--- src/rtl/kanagawa_logic_ram_writer_if.sv ---
// Request handshake and RAM write-port bundle for kanagawa_logic_ram_writer.
interface kanagawa_logic_ram_writer_if #(
    parameter int ADDR_WIDTH = 16,
    parameter int DATA_WIDTH = 32
);
    logic                  req_valid_in;
    logic                  req_ready_out;
    logic [ADDR_WIDTH-1:0] req_addr_in;
    logic [DATA_WIDTH-1:0] req_data_in;
    logic                  wren_out;
    logic [ADDR_WIDTH-1:0] wraddr_out;
    logic [DATA_WIDTH-1:0] wrdata_out;

    modport slave (
        input  req_valid_in, req_addr_in, req_data_in,
        output req_ready_out, wren_out, wraddr_out, wrdata_out
    );

    modport master (
        output req_valid_in, req_addr_in, req_data_in,
        input  req_ready_out, wren_out, wraddr_out, wrdata_out
    );
endinterface

--- src/rtl/kanagawa_logic_ram_writer.sv ---
// Purpose: owns the logic-RAM write port; clears it to INIT_VALUE, then drains queued writes in order (KANAGAWA_LOGIC_RAM_WRITER_REINIT_EN adds init_start_in re-clear).
// Latency: request accepted in cycle N into an empty FIFO in RUN shows on wren_out in cycle N+1.
// Backpressure: req_ready_out drops only while the FIFO is full; it never looks at req_valid_in.
module kanagawa_logic_ram_writer #(
    parameter int                    DATA_WIDTH = 32,
    parameter int                    ADDR_WIDTH = 16,
    parameter int                    DEPTH      = 2**ADDR_WIDTH,
    parameter logic [DATA_WIDTH-1:0] INIT_VALUE = '0,
    parameter int                    FIFO_DEPTH = 2
) (
    input  logic clk,
    input  logic rst,
    input  logic init_start_in,
    output logic init_done_out,
    output logic busy_out,
    kanagawa_logic_ram_writer_if.slave bus
);
    localparam int PTR_W = (FIFO_DEPTH > 1) ? $clog2(FIFO_DEPTH) : 1;
    localparam int CNT_W = $clog2(FIFO_DEPTH + 1);
    localparam logic [ADDR_WIDTH-1:0] LAST_ADDR = ADDR_WIDTH'(DEPTH - 1);
    localparam logic [PTR_W-1:0]      LAST_PTR  = PTR_W'(FIFO_DEPTH - 1);

    typedef enum logic {ST_INIT, ST_RUN} state_t;

    state_t                state, state_nxt;
    logic [ADDR_WIDTH-1:0] init_cnt;
    logic [ADDR_WIDTH-1:0] fifo_addr [FIFO_DEPTH];
    logic [DATA_WIDTH-1:0] fifo_data [FIFO_DEPTH];
    logic [PTR_W-1:0]      head, tail;
    logic [CNT_W-1:0]      count;

    logic                  push, store, pop, bypass, wr_fire, init_last, reinit;
    logic [ADDR_WIDTH-1:0] wr_addr_nxt;
    logic [DATA_WIDTH-1:0] wr_data_nxt;

    function automatic logic [PTR_W-1:0] ptr_inc(input logic [PTR_W-1:0] p);
        return (p == LAST_PTR) ? '0 : p + PTR_W'(1);
    endfunction

`ifdef KANAGAWA_LOGIC_RAM_WRITER_REINIT_EN
    assign reinit = (state == ST_RUN) && init_start_in;
`else
    logic unused_init_start;
    assign unused_init_start = init_start_in;
    assign reinit = 1'b0;
`endif

    assign bus.req_ready_out = !rst && (count < CNT_W'(FIFO_DEPTH));
    assign busy_out          = (state == ST_INIT) || (count != '0);
    assign push              = bus.req_valid_in && bus.req_ready_out;
    assign init_last         = (init_cnt == LAST_ADDR);
    assign store             = push && !bypass;

    always_comb begin
        state_nxt   = state;
        pop         = 1'b0;
        bypass      = 1'b0;
        wr_fire     = 1'b0;
        wr_addr_nxt = fifo_addr[head];
        wr_data_nxt = fifo_data[head];
        case (state)
            ST_INIT: begin
                if (init_last) state_nxt = ST_RUN;
            end
            ST_RUN: begin
                if (count != '0) begin
                    pop     = 1'b1;
                    wr_fire = 1'b1;
                end else if (push && !reinit) begin
                    // Empty FIFO: the arriving request goes straight to the port.
                    // On a re-init edge it is queued instead so it lands after the clear.
                    bypass      = 1'b1;
                    wr_fire     = 1'b1;
                    wr_addr_nxt = bus.req_addr_in;
                    wr_data_nxt = bus.req_data_in;
                end
                if (reinit) state_nxt = ST_INIT;
            end
            default: state_nxt = ST_INIT;
        endcase
    end

    always_ff @(posedge clk) begin
        if (rst) begin
            state          <= ST_INIT;
            init_cnt       <= '0;
            head           <= '0;
            tail           <= '0;
            count          <= '0;
            init_done_out  <= 1'b0;
            bus.wren_out   <= 1'b0;
            bus.wraddr_out <= '0;
            bus.wrdata_out <= '0;
        end else begin
            state <= state_nxt;
            if (state == ST_INIT) begin
                bus.wren_out   <= 1'b1;
                bus.wraddr_out <= init_cnt;
                bus.wrdata_out <= INIT_VALUE;
                if (init_last) begin
                    init_cnt      <= '0;
                    init_done_out <= 1'b1;
                end else begin
                    init_cnt <= init_cnt + ADDR_WIDTH'(1);
                end
            end else begin
                bus.wren_out <= wr_fire;
                if (wr_fire) begin
                    bus.wraddr_out <= wr_addr_nxt;
                    bus.wrdata_out <= wr_data_nxt;
                end
                if (reinit) begin
                    init_cnt      <= '0;
                    init_done_out <= 1'b0;
                end
            end
            if (store) tail <= ptr_inc(tail);
            if (pop)   head <= ptr_inc(head);
            count <= count + CNT_W'(store) - CNT_W'(pop);
        end
    end

    // Storage needs no reset: ready is low during rst, so nothing is stored then.
    always_ff @(posedge clk) begin
        if (store) begin
            fifo_addr[tail] <= bus.req_addr_in;
            fifo_data[tail] <= bus.req_data_in;
        end
    end
endmodule

--- src/flat_wrapper.sv ---
// flat-port wrapper written by rule: the top's interface ports become plain ports
module kanagawa_logic_ram_writer_flat 
#(
    parameter int                    DATA_WIDTH = 32,
    parameter int                    ADDR_WIDTH = 16,
    parameter int                    DEPTH      = 2**ADDR_WIDTH,
    parameter logic [DATA_WIDTH-1:0] INIT_VALUE = '0,
    parameter int                    FIFO_DEPTH = 2
)
  (clk, rst, init_start_in, init_done_out, busy_out, bus_req_valid_in, bus_req_addr_in, bus_req_data_in, bus_req_ready_out, bus_wren_out, bus_wraddr_out, bus_wrdata_out);
  kanagawa_logic_ram_writer_if #(.ADDR_WIDTH(ADDR_WIDTH), .DATA_WIDTH(DATA_WIDTH)) bus_i ();
  input  logic clk;
  input  logic rst;
  input  logic init_start_in;
  output logic init_done_out;
  output logic busy_out;
  input wire logic [$bits(bus_i.req_valid_in)-1:0] bus_req_valid_in;
  input wire logic [$bits(bus_i.req_addr_in)-1:0] bus_req_addr_in;
  input wire logic [$bits(bus_i.req_data_in)-1:0] bus_req_data_in;
  output wire logic [$bits(bus_i.req_ready_out)-1:0] bus_req_ready_out;
  output wire logic [$bits(bus_i.wren_out)-1:0] bus_wren_out;
  output wire logic [$bits(bus_i.wraddr_out)-1:0] bus_wraddr_out;
  output wire logic [$bits(bus_i.wrdata_out)-1:0] bus_wrdata_out;
  assign bus_i.req_valid_in = bus_req_valid_in;
  assign bus_i.req_addr_in = bus_req_addr_in;
  assign bus_i.req_data_in = bus_req_data_in;
  assign bus_req_ready_out = bus_i.req_ready_out;
  assign bus_wren_out = bus_i.wren_out;
  assign bus_wraddr_out = bus_i.wraddr_out;
  assign bus_wrdata_out = bus_i.wrdata_out;
  kanagawa_logic_ram_writer #(.DATA_WIDTH(DATA_WIDTH), .ADDR_WIDTH(ADDR_WIDTH), .DEPTH(DEPTH), .INIT_VALUE(INIT_VALUE), .FIFO_DEPTH(FIFO_DEPTH)) u_core (.clk(clk), .rst(rst), .init_start_in(init_start_in), .init_done_out(init_done_out), .busy_out(busy_out), .bus(bus_i));
endmodule
--- config.mk ---
export PLATFORM = sky130hd
export DESIGN_NAME = kanagawa_logic_ram_writer_flat
export DESIGN_NICKNAME = d
export VERILOG_FILES = /design/src/rtl/kanagawa_logic_ram_writer_if.sv /design/src/rtl/kanagawa_logic_ram_writer.sv /design/src/flat_wrapper.sv
export SDC_FILE = /design/constraint.sdc
export NUM_CORES = 1
export LEC_CHECK = 0
export BUFFER_PORTS_ARGS = -buffer_cell sky130_fd_sc_hd__buf_4
export CELL_PAD_IN_SITES_DETAIL_PLACEMENT = 1
export CELL_PAD_IN_SITES_GLOBAL_PLACEMENT = 2
export CORE_UTILIZATION = 34
export DETAILED_ROUTE_END_ITERATION = 10
export PLACE_DENSITY = 0.73
export SLEW_MARGIN = 0
export SYNTH_ARGS = -nofsm -noshare
export SYNTH_HDL_FRONTEND = slang
export SYNTH_SLANG_ARGS = --single-unit
--- constraint.sdc ---
create_clock -name clk -period 3.23 [get_ports clk]
set_input_delay 0.1615 -clock clk [delete_from_list [all_inputs] [get_ports clk]]
set_output_delay 0.1615 -clock clk [all_outputs]
set_load 0.01 [all_outputs]
* Word-level counts from Yosys, hierarchy flattened
Memories as Yosys holds them, arrays and structs flattened. A register that Yosys moved wholly into a read port is not among the register bits.
Cells that the tools add are included.
** Storage, ports and cells
- Word-level logic and storage cells :: 54
- Input bits :: 52
- Memory bits (writable) :: 96
- Memories kept :: 2
- Output and inout bits :: 52
- Flip-flop bits (word level) :: 71
** Memory list
- u_core.fifo_data :: words 2, bits a word 32, rd ports 1, clocked after Yosys merged registers in 1, write ports 1, RTL line kanagawa_logic_ram_writer.sv:28 : logic [DATA_WIDTH-1:0] fifo_data [FIFO_DEPTH];
- u_core.fifo_addr :: words 2, bits a word 16, rd ports 1, clocked after Yosys merged registers in 1, write ports 1, RTL line kanagawa_logic_ram_writer.sv:27 : logic [ADDR_WIDTH-1:0] fifo_addr [FIFO_DEPTH];
** Cells by class
- Bitwise gates (word level) :: 1
- Add/subtract/negate cells :: 5
- Reduce and logical (&&, ||, !) cells :: 9
- Muxes and demuxes :: 25
- Magnitude comparators :: 1
- Equal/unequal tests :: 2
** Operators by type and width (count)
- $mux 16 :: 5
- $mux 32 :: 2
- $mux 1 :: 17
- $add 16x1->16 const B :: 1
- $eq 16x16->1 const B :: 1
- $logic_and 1x1->1 :: 3
- $add 1x1->1 const B :: 2
- $add 2x1->2 :: 1
- $logic_not 1->1 :: 2
- $lt 2x2->1 const B :: 1
- $ne 2x2->1 const B :: 1
- $pmux 1 s2 :: 1
- $reduce_and 2->1 :: 1
- $reduce_bool 2->1 :: 1
- $reduce_or 2->1 :: 1
- $sub 2x1->2 :: 1
- $logic_or 1x1->1 :: 1
- $not 1->1 :: 1

* Logic depth before layout (Yosys ltp)
Gate-level depths: netlist (run 1).
- Word-level depth :: 10
- Mapped depth :: 8
- Depth with buffers taken out :: 6

* Worst setup path before layout (run 1)
OpenSTA, ideal clock, no wires.
- Kind :: input port to flip-flop
- From :: in rst
- To :: mem u_core.fifo_addr[0][0], enable pin
- Data arrival time :: 2.769 ns
- Slack :: 0.007 ns
- Path buffers :: 1
- Stages :: 4
- Cells stage by stage :: buf_6 -> nand2b_1 -> a211o_1 -> nor2_1
** On the way
- Cells in the longest elaborated chain, start to end :: 10
** Ends and longest elaborated chain
- start: declaration :: RTL line flat_wrapper.sv:13 : input logic rst;
- $logic_not 1->1 * :: RTL line kanagawa_logic_ram_writer.sv:48 : assign bus.req_ready_out = !rst && (count < CNT_W'(FIFO_DEPTH));
- $logic_and 1x1->1 * :: RTL line kanagawa_logic_ram_writer.sv:48
- $logic_and 1x1->1 * :: RTL line kanagawa_logic_ram_writer.sv:50 : assign push = bus.req_valid_in && bus.req_ready_out;
- $mux 1 :: RTL line kanagawa_logic_ram_writer.sv:69 : end else if (push && !reinit) begin
- $mux 1 :: RTL line kanagawa_logic_ram_writer.sv:66 : if (count != '0) begin
- $mux 1 :: RTL line kanagawa_logic_ram_writer.sv:61 : case (state)
- $logic_not 1->1 :: RTL line kanagawa_logic_ram_writer.sv:52 : assign store = push && !bypass;
- $logic_and 1x1->1 * :: RTL line kanagawa_logic_ram_writer.sv:52
- $mux 1 * :: RTL line kanagawa_logic_ram_writer.sv:125 : if (store) begin
- $mux 1 (implied by the code) * :: RTL line kanagawa_logic_ram_writer.sv:126 : fifo_addr[tail] <= bus.req_addr_in;
- end: declaration :: RTL line kanagawa_logic_ram_writer.sv:27
Mark *: on every way between the ends. The rest lies on a longest branch, timed or not.

* Worst setup path after layout (run 1)
- From :: in rst
- To :: reg u_core.bus.wraddr_out[3]
** On the way
- Cells in the longest elaborated chain, start to end :: 7
** Ends and longest elaborated chain
- $logic_not 1->1 :: RTL line kanagawa_logic_ram_writer.sv:48
- $logic_and 1x1->1 :: RTL line kanagawa_logic_ram_writer.sv:48
- $logic_and 1x1->1 :: RTL line kanagawa_logic_ram_writer.sv:50
- $mux 1 / $mux 16 (equally long branches) :: RTL line kanagawa_logic_ram_writer.sv:69
- $mux 1 / $mux 16 (equally long branches) :: RTL line kanagawa_logic_ram_writer.sv:66
- $mux 1 / $mux 16 (equally long branches) :: RTL line kanagawa_logic_ram_writer.sv:61, kanagawa_logic_ram_writer.sv:108
- $ne 2x2->1 (no line) / $mux 16 (equally long branches)
- end signal: assignment :: RTL line kanagawa_logic_ram_writer.sv:98 : bus.wraddr_out <= init_cnt;
- end signal: assignment :: RTL line kanagawa_logic_ram_writer.sv:109 : bus.wraddr_out <= wr_addr_nxt;
- end: declaration :: RTL line kanagawa_logic_ram_writer_if.sv:16 : output req_ready_out, wren_out, wraddr_out, wrdata_out
Several ways; a longest one is shown, not always the timed one. The select of a mux whose other input is x is not followed.
A chain may end at the register's enable or synchronous reset.

==> results of run 1 <==
==> layout make-up <==
| type | instances | area, sq um | share of cell area [%] |
|---|---|---|---|
| Clock buffer | 20 | 456.7 | 5.069 |
| Clock inverter | 12 | 166.4 | 1.847 |
| Inverter | 5 | 18.77 | 0.2083 |
| Multi-Input combinational cell | 353 | 2359 | 26.18 |
| Sequential cell | 168 | 4325 | 48.01 |
| Tap cell | 265 | 331.6 | 3.681 |
| Timing Repair Buffer | 162 | 1351 | 15.00 |
==> registers in the layout (all words and copies together), names as in the netlist, named ones only <==
register and flops:
u_core.fifo_data 64, u_core.bus.wrdata_out 32, u_core.fifo_addr 32, u_core.bus.wraddr_out 16
u_core.init_cnt 16, u_core.count 2, u_core.bus.wren_out 1, u_core.head 1
u_core.init_done_out 1, u_core.state 1, u_core.tail 1
==> how the worst max path moves through the flow <==
stage	end	slack [ns]	cells past startpoint	startpoint
finish	u_core.bus.wraddr_out[3]$_SDFFE_PP0P_	1.0	6	rst
global route	u_core.init_cnt[15]$_SDFFE_PP0N_	0.82	5	u_core.state$_SDFF_PP0_
CTS	u_core.bus.wraddr_out[3]$_SDFFE_PP0P_	1.05	5	rst
detailed placement	u_core.init_cnt[15]$_SDFFE_PP0N_	1.08	5	u_core.state$_SDFF_PP0_
global placement	u_core.bus.wraddr_out[2]$_SDFFE_PP0P_	1.11	3	u_core.count[1]$_SDFF_PP0_
floorplan	u_core.fifo_addr[0][0]$_DFFE_PP_	0.007	4	rst
==> cells by family (layout without fill, tap and decap cells) <==
kind of cell | Yosys count | in the layout | synth area share, %
AO/OA/AOI/OAI | 108 | 108 | 13.10
AND/OR/NAND/NOR | 178 | 178 | 11.30
buffers and inverters | 47 | 199 | 3.324
multiplexers | 49 | 49 | 7.120
flip-flops | 168 | 168 | 62.77
XOR/XNOR | 16 | 16 | 2.034
adder cells (fa/ha/maj) | 2 | 2 | 0.3632
==> per-stage QoR <==
stage | setup slack, ns | hold WS (ns) | std cells
after floorplan | 0.007487 | 0.2604 | 568
after global routing | 0.8201 | 0.4640 | 985
after CTS | 1.045 | 0.4549 | 985
after global placement | 1.107 | 0.3561 | 904
after detailed placement | 1.076 | 0.3596 | 904
final | 0.9966 | 0.4529 | 985
==> power breakdown <==
| part | total (mW) | internal (mW) | switching, mW |
|---|---|---|---|
| Sequential | 2.34 | 2.32 | 0.0194 |
| Clock | 2.14 | 1.27 | 0.872 |
| Combinational | 0.400 | 0.161 | 0.239 |
==> cells in the final DEF, fill, tap and decap left out, drive strengths merged <==
| cell | n |
|---|---|
| a31oi | 1 |
| buf | 113 |
| dfxtp | 72 |
| nand2b | 2 |
| or4 | 1 |
| a311oi | 15 |
| bufinv | 3 |
| o21bai | 1 |
| mux2i | 49 |
| a221oi | 1 |
| inv | 8 |
| nor2 | 42 |
| xor2 | 3 |
| dlygate4sd3 | 49 |
| xnor2 | 13 |
| edfxtp | 96 |
| a21oi | 39 |
| nand2 | 104 |
| clkbuf | 20 |
| ha | 2 |
| nand4 | 4 |
| or3b | 1 |
| or4b | 1 |
| nor2b | 2 |
| a211o | 1 |
| and2 | 1 |
| clkinv | 4 |
| or3 | 3 |
| o211ai | 48 |
| clkinvlp | 2 |
| nand4b | 1 |
| nor3 | 3 |
| o21ai | 2 |
| nor4 | 7 |
| nand3 | 6 |
==> routing by layer <==
layer / GRT usage [%] / wire length (microns) / up-vias
met2: 29.15 / 8260 / 87
met4: 6.482 / 221 / 0
met3: 3.079 / 554 / 15
met5: 0 / 0 / -
met1: 21.48 / 7726 / 2387
li1: - / - / 2351
==> worst max-delay path, stage by stage <==
cell and delay [ns]:
dlygate4sd3_1 0.54, buf_4 0.17, or4b_4 0.92, nand2_1 0.21
o211ai_1 0.16, a311oi_2 0.31
==> qor.tcl, run 1 <==
set qor(ioPinCount) 104
set qor(grt_usage_pct) 17.10
set qor(clock-sinks) 168
set qor(hold_start) {u_core.bus.wrdata_out[27]$_SDFFE_PP0P_}
set qor(antenna_cells_inserted) 0
set qor(worst_ir_drop_on_vdd_uv) 371.1
set qor(yosysTopAreaCellShare_pct) 41.85
set qor(num_rows) 51
set qor(start_kind) {input pin}
set qor(cts_root_buffer) {clkbuf_16}
set qor(crit_path_max_fanout) 96
set qor(first_pass_grt_wire_length_mm) 26.97
set qor(r2r-start) {u_core.init_cnt[0]$_SDFFE_PP0N_}
set qor(cts_tree) {done}
set qor(maxCapViolations) 0
set qor(die_w_microns) 144.3
set qor(synth_seq_cells) 168
set qor(hold_path_class) {reg -> reg}
set qor(syn_area_per_cell_sq_um) 12.13
set qor(post_detailed_route_wirelength_per_cell_microns) 17.02
set qor(final_period_minus_worst_setup_slack_ns) 2.233
set qor(grt_antenna_before_repair) 0
set qor(timing_worst_slew_pin_value_ns) 1.151
set qor(htreeDepth) 4
set qor(setup_tns_ns) 0
set qor(final_non_filler_cell_area_sq_um) 9009
set qor(first_global_vias) 5185
set qor(yosys-top-cells-count) {edfxtp_1 (96), nand2_1 (94), dfxtp_1 (72)}
set qor(synthToLayoutAreaGrowth_pct) 30.77
set qor(drt_first_iter_violations) 177
set qor(finish.net_count) 761
set qor(final_total_power_mw) 4.885
set qor(path_clk_slew_ns) 0.07
set qor(worst-r2r-cell-count) 5
set qor(syn_area_sq_um) 6889
set qor(holdPathStages) 2
set qor(grt_remaining_overflow) 0
set qor(hold-path-endpoint) {u_core.bus.wrdata_out[27]$_SDFFE_PP0P_}
set qor(timing.critical_path.arrival_ns) 2.57
set qor(cts-hold-fix-buffers) 49
set qor(clk_path_buf_depth) 2
set qor(slew-limit-headroom_pct) 23.28
set qor(status) {finished, final reports clean}
set qor(report.final.slew_viol_count) 0
set qor(dpl-instance-area_sq_um) 7895
set qor(largest_net_degree_at_the_start_of_global_routing) 97
set qor(grt_setup_unrepaired) {false}
set qor(r2r_end) {u_core.init_cnt[11]$_SDFFE_PP0N_}
set qor(design.core.area_sq_um) 19650
set qor(starting_density_of_the_core_pct) 35.05
set qor(vias_per_cell) 4.914
set qor(drtAntennaViolNets) 0
set qor(clock_latency_ns) 0.43
set qor(critical_path_type) {in -> reg}
set qor(cts-buffers-inserted) 17
set qor(drive_above_1_share_pct) 27.08
set qor(fmax_mhz) 447.8
set qor(worstSetupEndpointType) {register}
set qor(dr.pass1.iters) 4
set qor(edff_count_synth) 96
set qor(timing.critical_path.required_ns) 3.57
set qor(finalCoreUtilization_pct) 45.84
set qor(synthCells) 568
set qor(synth_top_cell_by_area) {edfxtp_1}
set qor(final.fill_count) 2111
set qor(route.final.wire_length_mm) 16.76
set qor(yosysMostFrequentCell) {edfxtp_1}
set qor(gp_congestion) 0.7341
set qor(leakage_nw) 3.074
set qor(seq_area_frac_synth_pct) 62.77
set qor(worst-r2r-setup-slack_ns) 1.05
set qor(remaining_drc_errors) 0
set qor(post-route-period-util_pct) 69.15
set qor(num_vias) 4840
set qor(netlist-cell-type-count) 37
set qor(portBuffers) 102
set qor(synth_top_cells_by_area) {edfxtp_1 (42%), dfxtp_1 (21%), mux2i_1 (7.1%), nand2_1 (5.1%), o211ai_1 (4.4%)}
set qor(postSynthNetCount) 622
set qor(dp_hpwl_mm) 10.48
set qor(hold_violations) 0
set qor(postSynth.asyncResetShare_pct) 0
set qor(cts-resized-gates) 0
set qor(finClkSkew_ns) 0.01239
set qor(cts_post_setup_buffers_inserted) 0
set qor(area_enclosed_by_the_die_boundary_sq_um) 20840
set qor(yosysWarnings) 0
set qor(die-height_microns) 144.3
set qor(setup_viol) 0
set qor(ys_dominant_reg_cell) {edfxtp_1}
set qor(power_density_nw_per_um2) 542.2
Note: power is estimated with default switching activity, not from simulation.
==> run 2, diff against run 1 <==
--- a/config.mk
+++ b/config.mk
@@ -8,9 +8,9 @@
 export BUFFER_PORTS_ARGS = -buffer_cell sky130_fd_sc_hd__buf_4
 export CELL_PAD_IN_SITES_DETAIL_PLACEMENT = 1
 export CELL_PAD_IN_SITES_GLOBAL_PLACEMENT = 2
-export CORE_UTILIZATION = 34
+export CORE_UTILIZATION = 38
 export DETAILED_ROUTE_END_ITERATION = 10
-export PLACE_DENSITY = 0.73
+export PLACE_DENSITY = 0.77
 export SLEW_MARGIN = 0
 export SYNTH_ARGS = -nofsm -noshare
 export SYNTH_HDL_FRONTEND = slang
==> constraint.sdc (replaced) <==
create_clock -name clk -period 2.2 [get_ports clk]
set_input_delay 0.11 -clock clk [delete_from_list [all_inputs] [get_ports clk]]
set_output_delay 0.11 -clock clk [all_outputs]
set_load 0.01 [all_outputs]
==> run 2 against run 1 <==
Combinational power up 53%. Power rose by 43%. Die area fell by 10%. Global-route usage is 2.3 points higher. Routed wire length up 2.5%. Cell count shrank 3.2%. Critical path depth fell by 1.
==> qor.tcl, run 2 (synthesized netlist as in run 1, its figures left out) <==
set qor(status) {finished, final reports clean}
set qor(most_frequent_standard_cell_in_the_layout_excluding_fill_and_tap_cells) {buf_4}
set qor(cts-resized-gates) 0 ;# unchanged
set qor(timing.critical_path.slowest_cell_delay_ns) 0.56 ;# -0.36 ns
set qor(portBuffers) 102 ;# unchanged
set qor(vias_per_cell) 5.145 ;# +4.7%
set qor(gp_congestion) 0.7604 ;# +3.6%
set qor(maxCapViolations) 0 ;# unchanged
set qor(final_period_minus_worst_setup_slack_ns) 1.956
set qor(num_rows) 48 ;# -5.9%
set qor(die-height_microns) 136.6 ;# -5.3%
set qor(htreeDepth) 4 ;# unchanged
set qor(timing.critical_path.required_ns) 2.50 ;# -1.07 ns
set qor(synthToLayoutAreaGrowth_pct) 31.35
set qor(post_detailed_route_wirelength_per_cell_microns) 18.03 ;# +6.0%
set qor(drive_above_1_share_pct) 28.02 ;# +0.94 points
set qor(worst-r2r-setup-slack_ns) 0.24 ;# -0.81 ns
set qor(area_enclosed_by_the_die_boundary_sq_um) 18670 ;# -10%
set qor(start_kind) {register}
set qor(cts_tree) {done}
set qor(mostFrequentLayoutCells) {buf_4 (116), edfxtp_1 (96), nand2_1 (93)}
set qor(hold_path_class) {in -> reg}
set qor(post-route-period-util_pct) 88.92
set qor(grt_usage_pct) 19.42 ;# +2.3 points
set qor(crit_path_max_fanout) 9 ;# -91%
set qor(design.core.area_sq_um) 17480 ;# -11%
set qor(reg.largest.list) {u_core.fifo_data: 64 flops, u_core.bus.wrdata_out: 32 flops, u_core.fifo_addr: 32 flops}
set qor(slew-limit-headroom_pct) 65.39 ;# +42 points
set qor(final_total_power_mw) 7.001 ;# +43%
set qor(remaining_drc_errors) 0 ;# unchanged
set qor(finish.net_count) 770 ;# +1.2%
set qor(cts_post_setup_buffers_inserted) 0 ;# unchanged
set qor(grt_antenna_before_repair) 0 ;# unchanged
set qor(drt_first_iter_violations) 199 ;# +12%
set qor(path_clk_slew_ns) 0.06 ;# about the same
set qor(route.final.wire_length_mm) 17.19 ;# +2.5%
set qor(largest_net_degree_at_the_start_of_global_routing) 45 ;# -54%
set qor(grt_remaining_overflow) 0 ;# unchanged
set qor(largest-register) {u_core.fifo_data}
set qor(die_w_microns) 136.6 ;# -5.3%
set qor(dr.pass1.iters) 4 ;# unchanged
set qor(starting_density_of_the_core_pct) 39.42 ;# +4.4 points
set qor(clock-sinks) 168 ;# unchanged
set qor(timing.critical_path.arrival_ns) 2.26 ;# -0.31 ns
set qor(first_pass_grt_wire_length_mm) 27.41 ;# +1.6%
set qor(worst_ir_drop_on_vdd_uv) 588.7 ;# +59%
set qor(largest_register_ffs) 64 ;# unchanged
set qor(fmax_mhz) 511.2
set qor(first_global_vias) 5314 ;# +2.5%
set qor(timing_worst_slew_pin_value_ns) 0.5192 ;# -0.6316 ns
set qor(dp_hpwl_mm) 10.60 ;# +1.1%
set qor(clock_latency_ns) 0.43 ;# about the same
set qor(grt_setup_unrepaired) {false}
set qor(critical_path_type) {reg -> reg}
set qor(cp_slowest_cell) {or4_1}
set qor(ioPinCount) 104 ;# unchanged
set qor(power_density_nw_per_um2) 773.7 ;# +43%
set qor(hold_violations) 0 ;# unchanged
set qor(setup_viol) 0 ;# unchanged
set qor(clk_path_buf_depth) 2 ;# unchanged
set qor(drtAntennaViolNets) 0 ;# unchanged
set qor(finalCoreUtilization_pct) 51.78 ;# +5.9 points
set qor(num_vias) 4903 ;# +1.3%
set qor(crit_path_cell_trace) {ha_1 -> nand4_2 -> or4_1 -> o21bai_2 -> nor2_1}
set qor(postLayoutSetupSlackWorst_ns) 0.2438 ;# -0.7528 ns
set qor(leakage_nw) 3.116 ;# +1.4%
set qor(antenna_cells_inserted) 0 ;# unchanged
set qor(worstSetupEndpointType) {register}
set qor(report.final.slew_viol_count) 0 ;# unchanged
set qor(preCtsSetupSlack_ns) 0.2206 ;# -0.8550 ns
set qor(cts-buffers-inserted) 17 ;# unchanged
set qor(cts_root_buffer) {clkbuf_16}
set qor(cts-hold-fix-buffers) 49 ;# unchanged
set qor(finClkSkew_ns) 0.009758 ;# -0.002634 ns
==> run 2: changes by cell type in the layout (fill, tap and decap cells not counted) <==
| cell | before | now |
|---|---|---|
| clkinv_2 | 0 | 3 |
| nand2b_2 | 0 | 1 |
| buf_4 | 112 | 116 |
| nand2b_1 | 2 | 1 |
| buf_12 | 1 | 6 |
| inv_6 | 3 | 0 |
| clkinv_4 | 4 | 3 |
| clkbuf_1 | 1 | 0 |
| clkinvlp_4 | 2 | 3 |
| bufinv_16 | 3 | 2 |
| clkinv_1 | 0 | 1 |
==> run 2: area by class of cell <==
cell class,instances,area (sq um)
fill,1793,8428
sequential,168,4325
multi-input combinational,353,2361
timing repair buffer,171,1481
clock buffer,19,452.9
tap,225,281.5
clock inverter,12,127.6
inverter,5,18.77
==> run 2: final timing paths <==
| path | startpoint | to | depth (start not counted) |
|---|---|---|---|
| setup / recovery | u_core.init_cnt[1]$_SDFFE_PP0N_ | u_core.init_cnt[3]$_SDFFE_PP0N_ | 5 |
| hold / removal | bus_req_valid_in | u_core.bus.wren_out$_SDFF_PP0_ | 4 |
| setup reg to reg | u_core.init_cnt[1]$_SDFFE_PP0N_ | u_core.init_cnt[3]$_SDFFE_PP0N_ | 5 |
| hold reg to reg | u_core.bus.wrdata_out[22]$_SDFFE_PP0P_ | u_core.bus.wrdata_out[22]$_SDFFE_PP0P_ | 2 |
==> run 2: through the flow <==
| stage | instance area [sq um] | hold slack (ns) | setup TNS, ns | instances |
|---|---|---|---|---|
| final | 9049 | 0.3365 | 0 | 953 |
| after global routing | 9049 | 0.3597 | 0 | 953 |
| after CTS | 9049 | 0.3312 | 0 | 953 |
| after detailed placement | 7978 | 0.3094 | 0 | 873 |
| after global placement | 7978 | 0.3056 | 0 | 873 |
| after floorplan | 6894 | 0.2089 | -22.33 | 568 |
==> run 2: critical path: cells and delay by family (launching register included) <==
kind,cells,cell delay (ns)
adder cells (fa/ha/maj),1,0.27
flip-flops,1,0.41
AO/OA/AOI/OAI,1,0.36
AND/OR/NAND/NOR,3,0.79
==> run 2: power by group <==
group          leakage, nW  switching [mW]  internal [mW]
Combinational         1.37           0.356          0.257
Clock                0.278            1.23           1.72
Sequential            1.46          0.0301           3.41
Total                 3.12            1.61           5.39
==> run 2: per-layer routing <==
| layer | share of wire [%] | GRT usage (%) |
|---|---|---|
| met1 | 45 | 23.62 |
| met4 | 1.5 | 6.420 |
| met3 | 3.4 | 4.444 |
| met2 | 50 | 33.76 |
| met5 | 0 | 0 |
==> run 3, diff against run 2 <==
--- a/config.mk
+++ b/config.mk
@@ -5,12 +5,12 @@
 export SDC_FILE = /design/constraint.sdc
 export NUM_CORES = 1
 export LEC_CHECK = 0
-export BUFFER_PORTS_ARGS = -buffer_cell sky130_fd_sc_hd__buf_4
 export CELL_PAD_IN_SITES_DETAIL_PLACEMENT = 1
 export CELL_PAD_IN_SITES_GLOBAL_PLACEMENT = 2
-export CORE_UTILIZATION = 38
+export CORE_UTILIZATION = 42
 export DETAILED_ROUTE_END_ITERATION = 10
-export PLACE_DENSITY = 0.77
+export DONT_BUFFER_PORTS = 1
+export PLACE_DENSITY = 0.76
 export SLEW_MARGIN = 0
 export SYNTH_ARGS = -nofsm -noshare
 export SYNTH_HDL_FRONTEND = slang
==> run 3 against run 2 <==
Combinational power fell by 15%. Sequential power barely moved. Final area fell by 8.8%. Global-route usage rose by 0.36 points. Clock-buffer cell count rose by 2. Die area fell by 9.4%. Clock power rose by 2%. Fmax fell by 1.3%. Clock skew fell by 0.0042 ns. Critical path type unchanged.
==> qor.tcl, run 3 (synthesized netlist as in run 1, its figures left out) <==
set qor(cp_slowest_cell) {or4_1}
set qor(path_clk_slew_ns) 0.06 ;# about the same
set qor(hold_violations) 0 ;# unchanged
set qor(clock-sinks) 168 ;# unchanged
set qor(status) {finished, final reports clean}
set qor(portBuffers) 0 ;# -100%
set qor(drive_above_1_share_pct) 15.81 ;# -12 points
set qor(die-height_microns) 130.1 ;# -4.8%
set qor(dp_hpwl_mm) 9.551 ;# -9.9%
set qor(maxCapViolations) 0 ;# unchanged
set qor(grt_remaining_overflow) 0 ;# unchanged
set qor(num_vias) 4512 ;# -8.0%
set qor(finClkSkew_ns) 0.005583 ;# -0.004174 ns
set qor(antenna_cells_inserted) 0 ;# unchanged
set qor(num_rows) 46 ;# -4.2%
set qor(worstSetupEndpointType) {register}
set qor(start_kind) {register}
set qor(setup_tns_ns) 0 ;# unchanged
set qor(post_detailed_route_wirelength_per_cell_microns) 18.83 ;# +4.4%
set qor(crit_path_max_fanout) 9 ;# unchanged
set qor(use_met2_pct) 32.38 ;# -1.4 points
set qor(first_global_vias) 4678 ;# -12%
set qor(worst_ir_drop_on_vdd_uv) 532.9 ;# -9.5%
set qor(post-route-period-util_pct) 90.11 ;# +1.2 points
set qor(die_w_microns) 130.1 ;# -4.8%
set qor(mostFrequentLayoutCells) {edfxtp_1 (96), nand2_1 (93), dfxtp_1 (71)}
set qor(crit_family) {simple AND/OR/NAND/NOR gates}
set qor(gp_congestion) 0.7042 ;# -7.4%
set qor(timing.critical_path.required_ns) 2.50 ;# about the same
set qor(global_route_met3_utilization_pct) 5.699 ;# +1.3 points
set qor(largest_net_degree_at_the_start_of_global_routing) 59 ;# +31%
set qor(hold_path_class) {in -> reg}
set qor(setup_viol) 0 ;# unchanged
set qor(clk_path_buf_depth) 2 ;# unchanged
set qor(finish.net_count) 667 ;# -13%
set qor(first_pass_grt_wire_length_mm) 24.88 ;# -9.2%
set qor(timing.critical_path.arrival_ns) 2.28 ;# +0.02 ns
set qor(cts_tree) {done}
set qor(dr.pass1.iters) 4 ;# unchanged
set qor(clock_latency_ns) 0.42 ;# about the same
set qor(route.final.wire_length_mm) 15.86 ;# -7.7%
set qor(starting_density_of_the_core_pct) 43.21 ;# +3.8 points
set qor(synthToLayoutAreaGrowth_pct) 19.72
set qor(grt_usage_pct) 19.77 ;# +0.36 points
set qor(fmax_mhz) 504.4 ;# -1.3%
set qor(cts-buffers-inserted) 17 ;# unchanged
set qor(critical_path_type) {reg -> reg}
set qor(worst-r2r-setup-slack_ns) 0.22 ;# -0.03 ns
set qor(timing_worst_slew_pin_value_ns) 0.9451 ;# +0.4259 ns
set qor(design.core.area_sq_um) 15940 ;# -8.8%
set qor(met1_routing_resource_usage_after_global_routing_pct) 24.75 ;# +1.1 points
set qor(htreeDepth) 4 ;# unchanged
set qor(most_frequent_standard_cell_in_the_layout_excluding_fill_and_tap_cells) {edfxtp_1}
set qor(final.fill_count) 1662 ;# -7.3%
set qor(slew-limit-headroom_pct) 37.00 ;# -28 points
set qor(largest_register_ffs) 64 ;# unchanged
set qor(grt.busiest_layer) {met2}
set qor(power_density_nw_per_um2) 845.2 ;# +9.2%
set qor(timing.critical_path.slowest_cell_delay_ns) 0.56 ;# about the same
set qor(report.final.slew_viol_count) 0 ;# unchanged
set qor(grt_setup_unrepaired) {false}
set qor(leakage_nw) 2.590 ;# -17%
set qor(remaining_drc_errors) 0 ;# unchanged
set qor(largest-register) {u_core.fifo_data}
set qor(final_non_filler_cell_area_sq_um) 8248 ;# -8.8%
set qor(drtAntennaViolNets) 0 ;# unchanged
set qor(crit_path_cell_trace) {ha_1 -> nand4_2 -> or4_1 -> o21bai_2 -> nor2_1}
set qor(cts_root_buffer) {clkbuf_16}
set qor(final_period_minus_worst_setup_slack_ns) 1.982 ;# +0.02630 ns
set qor(reg.largest.list) {u_core.fifo_data: 64 flops, u_core.bus.wrdata_out: 32 flops, u_core.fifo_addr: 32 flops}
set qor(ioPinCount) 104 ;# unchanged
set qor(drt_first_iter_violations) 181 ;# -9.0%
set qor(area_enclosed_by_the_die_boundary_sq_um) 16920 ;# -9.4%
set qor(worst-path-buf-inv) 0 ;# unchanged
set qor(vias_per_cell) 5.359 ;# +4.2%
set qor(dpl-instance-area_sq_um) 7148 ;# -10%
set qor(grt_antenna_before_repair) 0 ;# unchanged
-- run 3: cell types whose count changed in the layout (fill, tap and decap cells not counted), sizes merged --
cell,change
bufinv,+1
buf,-103
inv,+2
clkinv,-4
clkbuf,+2
-- run 3: stage by stage --
stage / setup slack [ns] / utilization, % / power (mW) / hold WS (ns) / std cells
6_report: 0.2175 / 51.73 / 6.971 / 0.01898 / 842
5_1_grt: 0.03289 / 51.73 / 7.208 / 0.01654 / 842
4_1_cts: 0.1799 / 51.73 / 7.042 / 0.004365 / 842
3_5_place_dp: 0.2159 / 44.84 / 3.927 / 0.1823 / 760
3_3_place_gp: 0.2667 / 44.84 / 3.915 / 0.1808 / 760
2_1_floorplan: -0.2326 / - / 3.823 / 0.2089 / 568
-- run 3: where the power goes --
group	internal [mW]	switching (mW)	leakage, nW
logic	0.192	0.330	0.848
clock network	1.79	1.22	0.280
registers	3.41	0.0304	1.46
-- run 3: repair_timing --
| item | CTS | global route |
|---|---|---|
| setup buffers | 0 | 0 |
| hold buffers | 50 | 0 |
| endpoints found under the hold margin | 168 | 0 |
| resized for setup | 0 | 0 |
-- run 3: path summary, 6_finish.rpt --
path,from,endpoint,cells after the start
max reg2reg,u_core.init_cnt[0]$_SDFFE_PP0N_,u_core.init_cnt[11]$_SDFFE_PP0N_,5
min,bus_req_addr_in[5],u_core.bus.wraddr_out[5]$_SDFFE_PP0P_,2
max,u_core.init_cnt[0]$_SDFFE_PP0N_,u_core.init_cnt[11]$_SDFFE_PP0N_,5
min reg2reg,u_core.bus.wrdata_out[23]$_SDFFE_PP0P_,u_core.bus.wrdata_out[23]$_SDFFE_PP0P_,2
-- run 3: layout make-up --
cell class	instances	area [sq um]	share of cell area, %
Inverter	5	18.77	0.2275
Timing Repair Buffer	68	683.2	8.283
Clock inverter	11	148.9	1.805
Sequential cell	168	4325	52.44
Clock buffer	21	440.4	5.340
Multi-Input combinational cell	353	2361	28.63
Tap cell	216	270.3	3.277
-- run 3: per-layer routing --
metal / vias up / part of all wire [%]
li1: 2163 / -
met1: 2240 / 45
met2: 90 / 48
met3: 19 / 5.7
met4: 0 / 1.6
met5: - / 0
-- run 3: worst reg2reg max path, cell delays in order (launching register included) --
cell      delay (ns)
dfxtp_1         0.42
ha_1            0.29
nand4_2         0.14
or4_1           0.56
o21bai_2        0.37
nor2_1          0.10
